$ cat config.mk
export PLATFORM = sky130hd
export DESIGN_NAME = imem_loader
export DESIGN_NICKNAME = d
export VERILOG_FILES = /design/src/rtl/imem_loader.sv
export SDC_FILE = /design/constraint.sdc
export NUM_CORES = 1
export LEC_CHECK = 0
export BUFFER_PORTS_ARGS = -buffer_cell sky130_fd_sc_hd__buf_4
export CORE_MARGIN = 5
export CORE_UTILIZATION = 40
export CTS_BUF_LIST = sky130_fd_sc_hd__clkbuf_16
export DETAILED_ROUTE_END_ITERATION = 10
export PLACE_DENSITY = 0.71
export REMOVE_ABC_BUFFERS = 1
export SYNTH_ARGS = -nofsm -noshare
export SYNTH_HDL_FRONTEND = slang
export SYNTH_SLANG_ARGS = --single-unit
$ cat constraint.sdc
create_clock -name clk -period 1.7 [get_ports clk]
set_clock_uncertainty 0.2 [all_clocks]
set_input_delay 0.085 -clock clk [delete_from_list [all_inputs] [get_ports clk]]
set_output_delay 0.085 -clock clk [all_outputs]
set_load 0.05 [all_outputs]
$ cat src/rtl/imem_loader.sv
// rtl/imem_loader.sv - nibble-serial loader that writes the 16x8 instruction memory
// Optional build macro: IMEM_LOADER_CHECKSUM_EN (trailing checksum byte, err_out)
module imem_loader #(
  parameter int IMEM_SZ     = 16,
  parameter int ADDR_W      = 4,
  parameter int SYNC_STAGES = 2
) (
  input  logic              clk,
  input  logic              rst,
  input  logic              load_req_in,
  input  logic              strobe_in,
  input  logic [3:0]        nibble_in,
  output logic              wr_en_out,
  output logic [ADDR_W-1:0] wr_addr_out,
  output logic [7:0]        wr_data_out,
  output logic              cpu_hold_out,
  output logic              busy_out,
  output logic              done_out,
  output logic [ADDR_W:0]   count_out,
  output logic              err_out
);

  localparam int CW = ADDR_W + 1;
  localparam logic [CW-1:0] LAST = CW'(IMEM_SZ - 1);

  typedef enum logic [2:0] {
    S_IDLE, S_LO, S_HI, S_WRITE, S_DONE
`ifdef IMEM_LOADER_CHECKSUM_EN
    , S_CHK_LO, S_CHK_HI
`endif
  } state_t;

  state_t              state_q, state_d;
  logic [SYNC_STAGES-1:0] sync_q;
  logic                prev_q;
  logic                stb_q;
  logic [3:0]          lo_q, lo_d;
  logic [CW-1:0]       count_q, count_d;
  logic [ADDR_W-1:0]   wr_addr_q, wr_addr_d;
  logic [7:0]          wr_data_q, wr_data_d;
`ifdef IMEM_LOADER_CHECKSUM_EN
  logic [7:0]          sum_q, sum_d;
  logic                err_q, err_d;
`endif

  // Synchronizer and previous-value flop reset high so a strobe held through reset is not an edge.
  always_ff @(posedge clk) begin
    if (rst) begin
      sync_q    <= '1;
      prev_q    <= 1'b1;
      stb_q     <= 1'b0;
      state_q   <= S_IDLE;
      lo_q      <= '0;
      count_q   <= '0;
      wr_addr_q <= '0;
      wr_data_q <= '0;
`ifdef IMEM_LOADER_CHECKSUM_EN
      sum_q     <= '0;
      err_q     <= 1'b0;
`endif
    end else begin
      sync_q    <= {sync_q[SYNC_STAGES-2:0], strobe_in};
      prev_q    <= sync_q[SYNC_STAGES-1];
      stb_q     <= sync_q[SYNC_STAGES-1] & ~prev_q;
      state_q   <= state_d;
      lo_q      <= lo_d;
      count_q   <= count_d;
      wr_addr_q <= wr_addr_d;
      wr_data_q <= wr_data_d;
`ifdef IMEM_LOADER_CHECKSUM_EN
      sum_q     <= sum_d;
      err_q     <= err_d;
`endif
    end
  end

  always_comb begin
    state_d   = state_q;
    lo_d      = lo_q;
    count_d   = count_q;
    wr_addr_d = wr_addr_q;
    wr_data_d = wr_data_q;
`ifdef IMEM_LOADER_CHECKSUM_EN
    sum_d     = sum_q;
    err_d     = err_q;
`endif
    case (state_q)
      S_IDLE: begin
        if (load_req_in) begin
          state_d = S_LO;
          count_d = '0;
`ifdef IMEM_LOADER_CHECKSUM_EN
          sum_d   = '0;
          err_d   = 1'b0;
`endif
        end
      end
      S_LO: begin
        if (!load_req_in) begin
          state_d = S_IDLE;
        end else if (stb_q) begin
          lo_d    = nibble_in;
          state_d = S_HI;
        end
      end
      S_HI: begin
        // Abort has priority over a coincident strobe.
        if (!load_req_in) begin
          state_d = S_IDLE;
        end else if (stb_q) begin
          wr_data_d = {nibble_in, lo_q};
          wr_addr_d = count_q[ADDR_W-1:0];
          state_d   = S_WRITE;
        end
      end
      S_WRITE: begin
        count_d = count_q + 1'b1;
`ifdef IMEM_LOADER_CHECKSUM_EN
        sum_d   = sum_q + wr_data_q;
`endif
        if (!load_req_in) begin
          state_d = S_IDLE;
        end else if (count_q == LAST) begin
`ifdef IMEM_LOADER_CHECKSUM_EN
          state_d = S_CHK_LO;
`else
          state_d = S_DONE;
`endif
        end else begin
          state_d = S_LO;
        end
      end
      S_DONE: begin
        if (!load_req_in) state_d = S_IDLE;
      end
`ifdef IMEM_LOADER_CHECKSUM_EN
      S_CHK_LO: begin
        if (!load_req_in) begin
          state_d = S_IDLE;
        end else if (stb_q) begin
          lo_d    = nibble_in;
          state_d = S_CHK_HI;
        end
      end
      S_CHK_HI: begin
        if (!load_req_in) begin
          state_d = S_IDLE;
        end else if (stb_q) begin
          err_d   = ({nibble_in, lo_q} != sum_q);
          state_d = S_DONE;
        end
      end
`endif
      default: state_d = S_IDLE;
    endcase
  end

  assign wr_en_out    = (state_q == S_WRITE);
  assign wr_addr_out  = wr_addr_q;
  assign wr_data_out  = wr_data_q;
  assign cpu_hold_out = (state_q != S_IDLE);
  assign busy_out     = (state_q != S_IDLE) && (state_q != S_DONE);
  assign done_out     = (state_q == S_DONE);
  assign count_out    = count_q;
`ifdef IMEM_LOADER_CHECKSUM_EN
  assign err_out      = err_q;
`else
  assign err_out      = 1'b0;
`endif

endmodule

; ---- Word level (Yosys, flattened, before mapping)
; Cells that the tools add are included.
; W data, S select, Z words.
[word_totals]
elab_cells = 40
register_bits = 28
in_bits = 8
output_inout_bits = 22
[op_classes]
n_bitwise = 2
eq_ne = 10
n_reduce_logical = 8
n_addsub = 1
muxes = 11
[ops]
columns = op, count
row1 = $mux W3, 8
row2 = $pmux W3 S5, 1
row3 = $pmux W5 S2, 1
row4 = $ne A3 B3 Y1 const B, 3
row5 = $eq A3 B2 Y1 const B, 2
row6 = $reduce_and A3 Y1, 2
row7 = $add A5 B1 Y5 const B, 1
row8 = $eq A5 B4 Y1 const B, 1
row9 = $mux W5, 1
row10 = $ne A2 B2 Y1 const B, 2
row11 = $reduce_and A4 Y1, 1
row12 = $eq A3 B1 Y1 const B, 1
row13 = $eq A3 B3 Y1 const B, 1
row14 = $logic_not A3 Y1, 1
row15 = $reduce_bool A3 Y1, 1
row16 = $reduce_and A2 Y1, 1
row17 = $reduce_bool A2 Y1, 1
row18 = $and A1 B1 Y1, 1
row19 = $logic_and A1 B1 Y1, 1
row20 = $not A1 Y1, 1

; ---- Logic depth before layout (Yosys ltp)
; Gate-level depths: netlist (run 1).
[logic_depth]
word_depth = 4
mapped_depth = 6
mapped_depth_nobuf = 6

; ---- Worst setup path before layout (run 1)
; Ideal clock, no wire load.
[synth_timing]
path_type = register to register
start = register state_q[2]
end = register state_q[2]
path_buffers = 1
arrival_ns = 2.013
path_stages_with_launch = 5
t_required_ns = 1.435
synth_period_minus_slack_ns = 2.278
setup_ns = 0.065
setup_slack_ns = -0.578
cell_sequence = dfxtp_1 clkbuf_1 nor3b_1 a21o_1 nor2b_1
[synth_via]
elab_chain_len = 3
word_cells_on_any_way = 11
classes_between = 8 x eq/ne / 1 x mux / 2 x reduce/logical
[synth_lines]
columns = element, line
row1 = "start, declared", 33  ; state_t state_q, state_d;
row2 = "start signal, assigned", 65  ; state_q <= state_d;
row3 = $eq A3 B3 Y1 (*), -
row4 = via done_out, 18  ; output logic done_out,
row5 = $ne A2 B2 Y1 (no source line), -
row6 = $reduce_and A4 Y1 (no source line), -
; Mark *: on every way through the listed nets, which the timed path passes. The rest lies on a longest branch.
; A chain may end at the register's enable or synchronous reset.

; ---- Worst setup path in the final report (run 1)
[layout_timing]
start = register state_q[1]
end = output cpu_hold_out
[layout_via]
elab_chain_len = 1
[layout_lines]
columns = element, line
row1 = $reduce_bool A3 Y1, 161  ; assign cpu_hold_out = (state_q != S_IDLE);
row2 = "end, declared", 16  ; output logic cpu_hold_out,
; No other way between the ends.

==> results of run 1 <==
-- cells by family after synthesis --
group                    count (synthesis)
AO/OA/AOI/OAI                           11
adder cells (fa/ha/maj)                  2
other                                    1
flip-flops                              28
AND/OR/NAND/NOR                         56
buffers and inverters                   12
multiplexers                            17
-- registers in the layout, summed over array words and instances, names as in the netlist --
name         flops
wr_data_out      8
count_out        5
lo_q             4
wr_addr_out      4
state_q          3
sync_q           2
prev_q           1
stb_q            1
-- metal layers --
| layer | track usage, % | vias up |
|---|---|---|
| li1 | - | 500 |
| met1 | 13.51 | 458 |
| met2 | 21.93 | 28 |
| met3 | 4.422 | 4 |
| met4 | 4.569 | 0 |
| met5 | 0 | - |
-- worst max-delay path by stage --
stage	startpoint	to	cells past startpoint
6_report	state_q[1]$_SDFFE_PP0P_	cpu_hold_out	3
5_1_grt	state_q[1]$_SDFFE_PP0P_	wr_en_out	3
4_1_cts	count_out[0]$_SDFFE_PP0P_	state_q[0]$_SDFFE_PP0P_	6
3_5_place_dp	count_out[0]$_SDFFE_PP0P_	state_q[0]$_SDFFE_PP0P_	6
3_3_place_gp	count_out[0]$_SDFFE_PP0P_	state_q[0]$_SDFFE_PP0P_	6
2_1_floorplan	state_q[2]$_SDFFE_PP0P_	state_q[2]$_SDFFE_PP0P_	3
-- placed cells by master (no fill, tap or decap) --
master	netlist	layout
ha_2	0	1
or4b_1	1	1
nand2b_1	26	26
or3_1	7	7
clkinv_1	0	1
a21oi_1	1	1
o31ai_1	1	1
o211a_1	1	1
nand3b_1	3	3
mux2i_1	16	16
nand2_2	1	1
ha_4	0	1
or2b_1	2	2
o21ai_0	3	3
buf_4	1	35
inv_1	2	2
nand3_1	1	1
and3_4	0	1
clkbuf_16	0	3
dfxtp_1	28	25
or2_2	4	4
dlygate4sd3_1	0	6
nor2b_1	1	1
nand2_1	3	3
mux2_2	1	1
nor3_2	0	1
a21o_1	1	1
dfxtp_2	0	3
nor3b_1	2	2
nand4b_1	1	1
o22a_1	1	1
a2111oi_0	1	1
nor3_1	2	1
o211ai_1	1	1
conb_1	1	1
a221oi_2	0	1
or4b_4	1	1
-- power groups by stage --
stage	clock network (mW)	logic, mW	registers [mW]
2_1_floorplan	0	0.0630	0.685
5_1_grt	0.571	0.129	0.668
3_5_place_dp	0	0.108	0.683
6_report	0.528	0.120	0.668
4_1_cts	0.550	0.120	0.668
3_3_place_gp	0	0.107	0.683
-- cell type report --
class / count / area [µm²]
Clock buffer: 3 / 75.07
Clock inverter: 1 / 3.754
Fill cell: 282 / 1328
Inverter: 2 / 7.507
Multi-Input combinational cell: 87 / 671.9
Sequential cell: 28 / 564.3
Tap cell: 44 / 55.05
Timing Repair Buffer: 41 / 322.8
-- stage by stage --
stage	util [%]	instance area [µm²]	std cells
CTS	55.50	1680	206
global placement	50.58	1531	196
floorplan	-	1209	117
finish	56.16	1700	206
global route	56.16	1700	206
detailed placement	50.58	1531	196
-- worst max-delay path, cell delays in order (launching register included) --
cell and delay [ns]:
dfxtp_1 0.36, buf_4 0.18, or3_1 0.35, buf_4 0.20
-- what timing repair did --
| item | in CTS | in global routing |
|---|---|---|
| hold buffers | 6 | 0 |
| cloned | 0 | 0 |
| hold endpoints to repair | 11 | 0 |
| setup endpoints to repair | 3 | 2 |
| pin swaps | 0 | 1 |
| resized for setup | 3 | 5 |
==> impl_metrics.json, run 1 <==
{
  "status": "complete, no violations",
  "ant_nets": 0,
  "fmax_mhz": 611.5,
  "ys_ff_latch": 28,
  "irDropWorstVdd_v": 0.0004383,
  "cts_buffers": 3,
  "synth-main-ff-cell": "dfxtp_1",
  "boundaryPins": 30,
  "start_util_pct": 41.61,
  "synth_simple_gate_area_share_pct": 28.70,
  "syn_to_final_growth_pct": 34.96,
  "grt_pass1_wl_mm": 4.236,
  "critPathKind": "register to primary output",
  "timing.setup.tns_ns": 0,
  "core_area_mm2": 0.003028,
  "row_count": 20,
  "synthDistinctLibCells": 34,
  "regToRegEndpoint": "count_out[4]$_SDFFE_PP0P_",
  "synth.most_common_cell": "dfxtp_1",
  "cp.arrival_ns": 1.35,
  "cts.sinks": 28,
  "n_antenna_cell": 0,
  "cts_tree": "done",
  "gp_congestion": 0.8110,
  "synth_adder_area_share_pct": 1.986,
  "cts-root-buf": "clkbuf_16",
  "routedWlPerCell_um": 12.00,
  "yosys-top-cells-count": "28 x dfxtp_1, 26 x nand2b_1, 16 x mux2i_1",
  "rsz0062_at_grt": "no",
  "cts_setup_buffers": 0,
  "cap_violations": 0,
  "port_buffers": 28,
  "maxUsedRoutingLayer": "met4",
  "switchingPower_mw": 0.2819,
  "path_clk_slew_ns": 0.07,
  "antenna_found_initial": 0,
  "async_flop_share_pct": 0,
  "hold_path.class": "input port to register",
  "route.met2.wl_mm": 1.200,
  "hold-path-endpoint": "state_q[2]$_SDFFE_PP0P_",
  "ys_seq_area_share_pct": 44.49,
  "p_int_mw": 1.034,
  "clkPwrFrac_pct": 40.1,
  "drt_iter0_drc": 20,
  "syn_inst": 127,
  "reg2reg_depth": 5,
  "synth_top_cells_by_area": "dfxtp_1 44%, nand2b_1 13%, mux2i_1 13%",
  "nets": 173,
  "cts_buffer_depth": 2,
  "synth_top_family_by_area": "simple AND/OR/NAND/NOR gates",
  "regToRegSetupSlack_ns": 0.07,
  "vias_per_cell": 4.806,
  "r2r_start": "count_out[0]$_SDFFE_PP0P_",
  "clk_latency_ns": 0.26,
  "grt-ovfl-total": 0,
  "hpwl_mm": 1.781,
  "hold_viol_final": 0,
  "die_area_mm2": 0.004373,
  "first_global_vias": 980,
  "cp-start-kind": "register",
  "via_count": 990,
  "synth_largest_area_cell": "dfxtp_1",
  "power_frac_comb_pct": 9.1,
  "slew_violations": 0,
  "period_share_pct": 96.19,
  "grt_max_degree": 37,
  "worst_slack_ns": 0.06475,
  "cts.htree.levels": 1,
  "dr.pass1.iters": 4,
  "synth_area_mm2": 0.001260,
  "synth_xor_area_share_pct": 0,
  "drt-met1-wl_mm": 1.067,
  "wl_met3_um": 175,
  "hp-start": "load_req_in",
  "pre_cts_ws_ns": -0.04049,
  "whs_path_depth": 3,
  "worstPathMaxFanout": 9,
  "wirelength_mm": 2.471,
  "drc": 0,
  "ys_warn_count": 0,
  "syn_area_per_cell_um2": 9.921,
  "synth_mux_area_share_pct": 13.60,
  "leakagePower_nw": 0.7271,
  "fp.dieH_um": 66.13,
  "fin_hold_ws_ns": 0.05645,
  "finalSetupViolCount": 0,
  "endpoint_kind": "primary output",
  "synth_top_area_share_pct": 44.49,
  "drive_gt1_share_pct": 32.72,
  "die_w_um": 66.13,
  "synth_enable_flop_cells": 0,
  "p_per_area_mw_per_mm2": 773.9,
  "p_sw_share_pct": 21.42,
  "final.min_clock_period_ns": 1.635,
  "grt_util_all_layers_pct": 12.43,
  "power_mw": 1.316,
  "synth-compound-area-share_pct": 6.256,
  "cp.required_ns": 1.41,
  "pwr-share-seq_pct": 50.8
}
No activity file was read; power rests on OpenSTA's default activity.
==> run 2: changes to the inputs <==
RECOVER_POWER = 50   (was not set)
==> run 2 against run 1 <==
Compared with the run above:
- sequential power about the same
- largest cell class unchanged
- critical endpoint is now count_out[4]$_SDFFE_PP0P_
- die area unchanged
- critical path depth increased by 2
- first-iteration DRC count increased by 55%
- cell count unchanged
==> impl_metrics.json, run 2 (synthesized netlist as in run 1, its figures left out) <==
{
  "regToRegEndpoint": "count_out[4]$_SDFFE_PP0P_",
  "worstPathMaxFanout": 2,
  "regToRegSetupSlack_ns": 0.07,
  "cp.arrival_ns": 1.61,
  "core_area_mm2": 0.003028,
  "cts_buffers": 3,
  "wirelength_mm": 2.490,
  "grt-ovfl-total": 0,
  "final_common_cell": "nand2b_1",
  "grt_pass1_wl_mm": 4.236,
  "multi_input_area_um2": 666.9,
  "drc": 0,
  "port_buffers": 28,
  "status": "complete, no violations",
  "dr.pass1.iters": 4,
  "grt_util_all_layers_pct": 12.43,
  "worstMarginPinSlew_ns": 0.6045,
  "die_area_mm2": 0.004373,
  "hpwl_mm": 1.781,
  "die_w_um": 66.13,
  "worst_slack_ns": 0.06507,
  "antenna_found_initial": 0,
  "final_cell_mix": "26 x nand2b_1, 25 x dfxtp_1, 18 x buf_4",
  "critPathKind": "register to register",
  "fmax_mhz": 611.6,
  "cts_tree": "done",
  "cts_setup_buffers": 0,
  "cts.htree.levels": 1,
  "cts_buffer_depth": 2,
  "irDropWorstVdd_v": 0.0004387,
  "hold-path-endpoint": "state_q[2]$_SDFFE_PP0P_",
  "routedWlPerCell_um": 12.09,
  "gp_congestion": 0.8110,
  "seq_area_um2": 564.3,
  "first_global_vias": 980,
  "start_util_pct": 41.61,
  "endpoint_kind": "register",
  "finalSetupViolCount": 0,
  "leakagePower_nw": 0.6542,
  "period_share_pct": 96.17,
  "drive_gt1_share_pct": 21.60,
  "cp.required_ns": 1.67,
  "hold_path.class": "input port to register",
  "boundaryPins": 30,
  "clk_latency_ns": 0.26,
  "critPathTopFamily": "simple AND/OR/NAND/NOR gates",
  "row_count": 20,
  "grt_max_degree": 37,
  "worstPathCellList": "ha_4 -> and3_4 -> ha_2 -> or3_1 -> o31ai_1",
  "n_antenna_cell": 0,
  "reg2reg_depth": 5,
  "slowest_stage": "dfxtp_2",
  "timing.setup.tns_ns": 0,
  "place_area_mm2": 0.001531,
  "cts.sinks": 28,
  "path_clk_slew_ns": 0.07,
  "worst-path-buf-inv": 0,
  "utilization_pct": 53.88,
  "pre_cts_ws_ns": -0.04049,
  "slew_headroom_pct": 59.87,
  "fin_area_mm2": 0.001632,
  "ant_nets": 0,
  "fp.dieH_um": 66.13,
  "cap_violations": 0,
  "nets": 173,
  "final.min_clock_period_ns": 1.635,
  "p_per_area_mw_per_mm2": 806.5,
  "r2r_start": "count_out[0]$_SDFFE_PP0P_",
  "hp-start": "load_req_in",
  "fillCellCount": 296,
  "via_count": 984,
  "slowest_delay_ns": 0.36,
  "hold_viol_final": 0,
  "vias_per_cell": 4.777,
  "slew_violations": 0,
  "whs_path_depth": 3,
  "cts-root-buf": "clkbuf_16",
  "fin_hold_ws_ns": 0.05887,
  "rsz0062_at_grt": "no",
  "syn_to_final_growth_pct": 29.49,
  "drt_iter0_drc": 31,
  "cp-start-kind": "register",
  "largest_reg_flops": 8
}
-- run 2: cell types whose count changed in the layout (fill, tap and decap cells not counted), sizes merged --
cell and delta:
buf -17, clkbuf +17
-- run 2: per-layer routing --
metal	track usage, %	wire [µm]	vias up
met2	21.93	1201	22
met5	0	0	-
met3	4.422	160	4
li1	-	-	500
met1	13.51	1101	458
met4	4.569	27	0
-- run 2: worst max path at each step --
stage,from,endpoint,slack (ns),cells after the start
2_1_floorplan,state_q[2]$_SDFFE_PP0P_,state_q[2]$_SDFFE_PP0P_,-0.47,3
3_3_place_gp,count_out[0]$_SDFFE_PP0P_,state_q[0]$_SDFFE_PP0P_,0.03,6
3_5_place_dp,count_out[0]$_SDFFE_PP0P_,state_q[0]$_SDFFE_PP0P_,-0.04,6
4_1_cts,count_out[0]$_SDFFE_PP0P_,state_q[0]$_SDFFE_PP0P_,0.01,6
5_1_grt,state_q[1]$_SDFFE_PP0P_,wr_en_out,0.02,3
6_report,count_out[0]$_SDFFE_PP0P_,count_out[4]$_SDFFE_PP0P_,0.07,5
-- run 2: worst register-to-register path: cells and delay by family, from the launching register on --
kind / cells / cell delay (ns)
AND/OR/NAND/NOR: 2 / 0.53
AO/OA/AOI/OAI: 1 / 0.07
flip-flops: 1 / 0.36
adder cells (fa/ha/maj): 2 / 0.39
-- run 2: power breakdown --
part	internal (mW)	switching [mW]
logic	0.0567	0.0634
registers	0.662	0.00530
clock network	0.315	0.213
-- run 2: stage by stage --
| step | power, mW | cells |
|---|---|---|
| finish | 1.316 | 206 |
| CTS | 1.338 | 206 |
| global route | 1.368 | 206 |
| detailed placement | 0.7914 | 196 |
| global placement | 0.7896 | 196 |
| floorplan | 0.7482 | 117 |
-- run 2: layout make-up --
class | count | area share (%)
Clock inverter | 1 | 0.2301
Tap cell | 44 | 3.374
Sequential cell | 28 | 34.59
Clock buffer | 3 | 4.601
Inverter | 2 | 0.4601
Multi-Input combinational cell | 87 | 40.87
Timing Repair Buffer | 41 | 15.87
-- run 2: what timing repair did --
item	CTS	global route
hold buffers	6	0
pin swaps	0	1
resized for setup	3	5
hold endpoints to repair	11	0
setup endpoints to repair	3	2
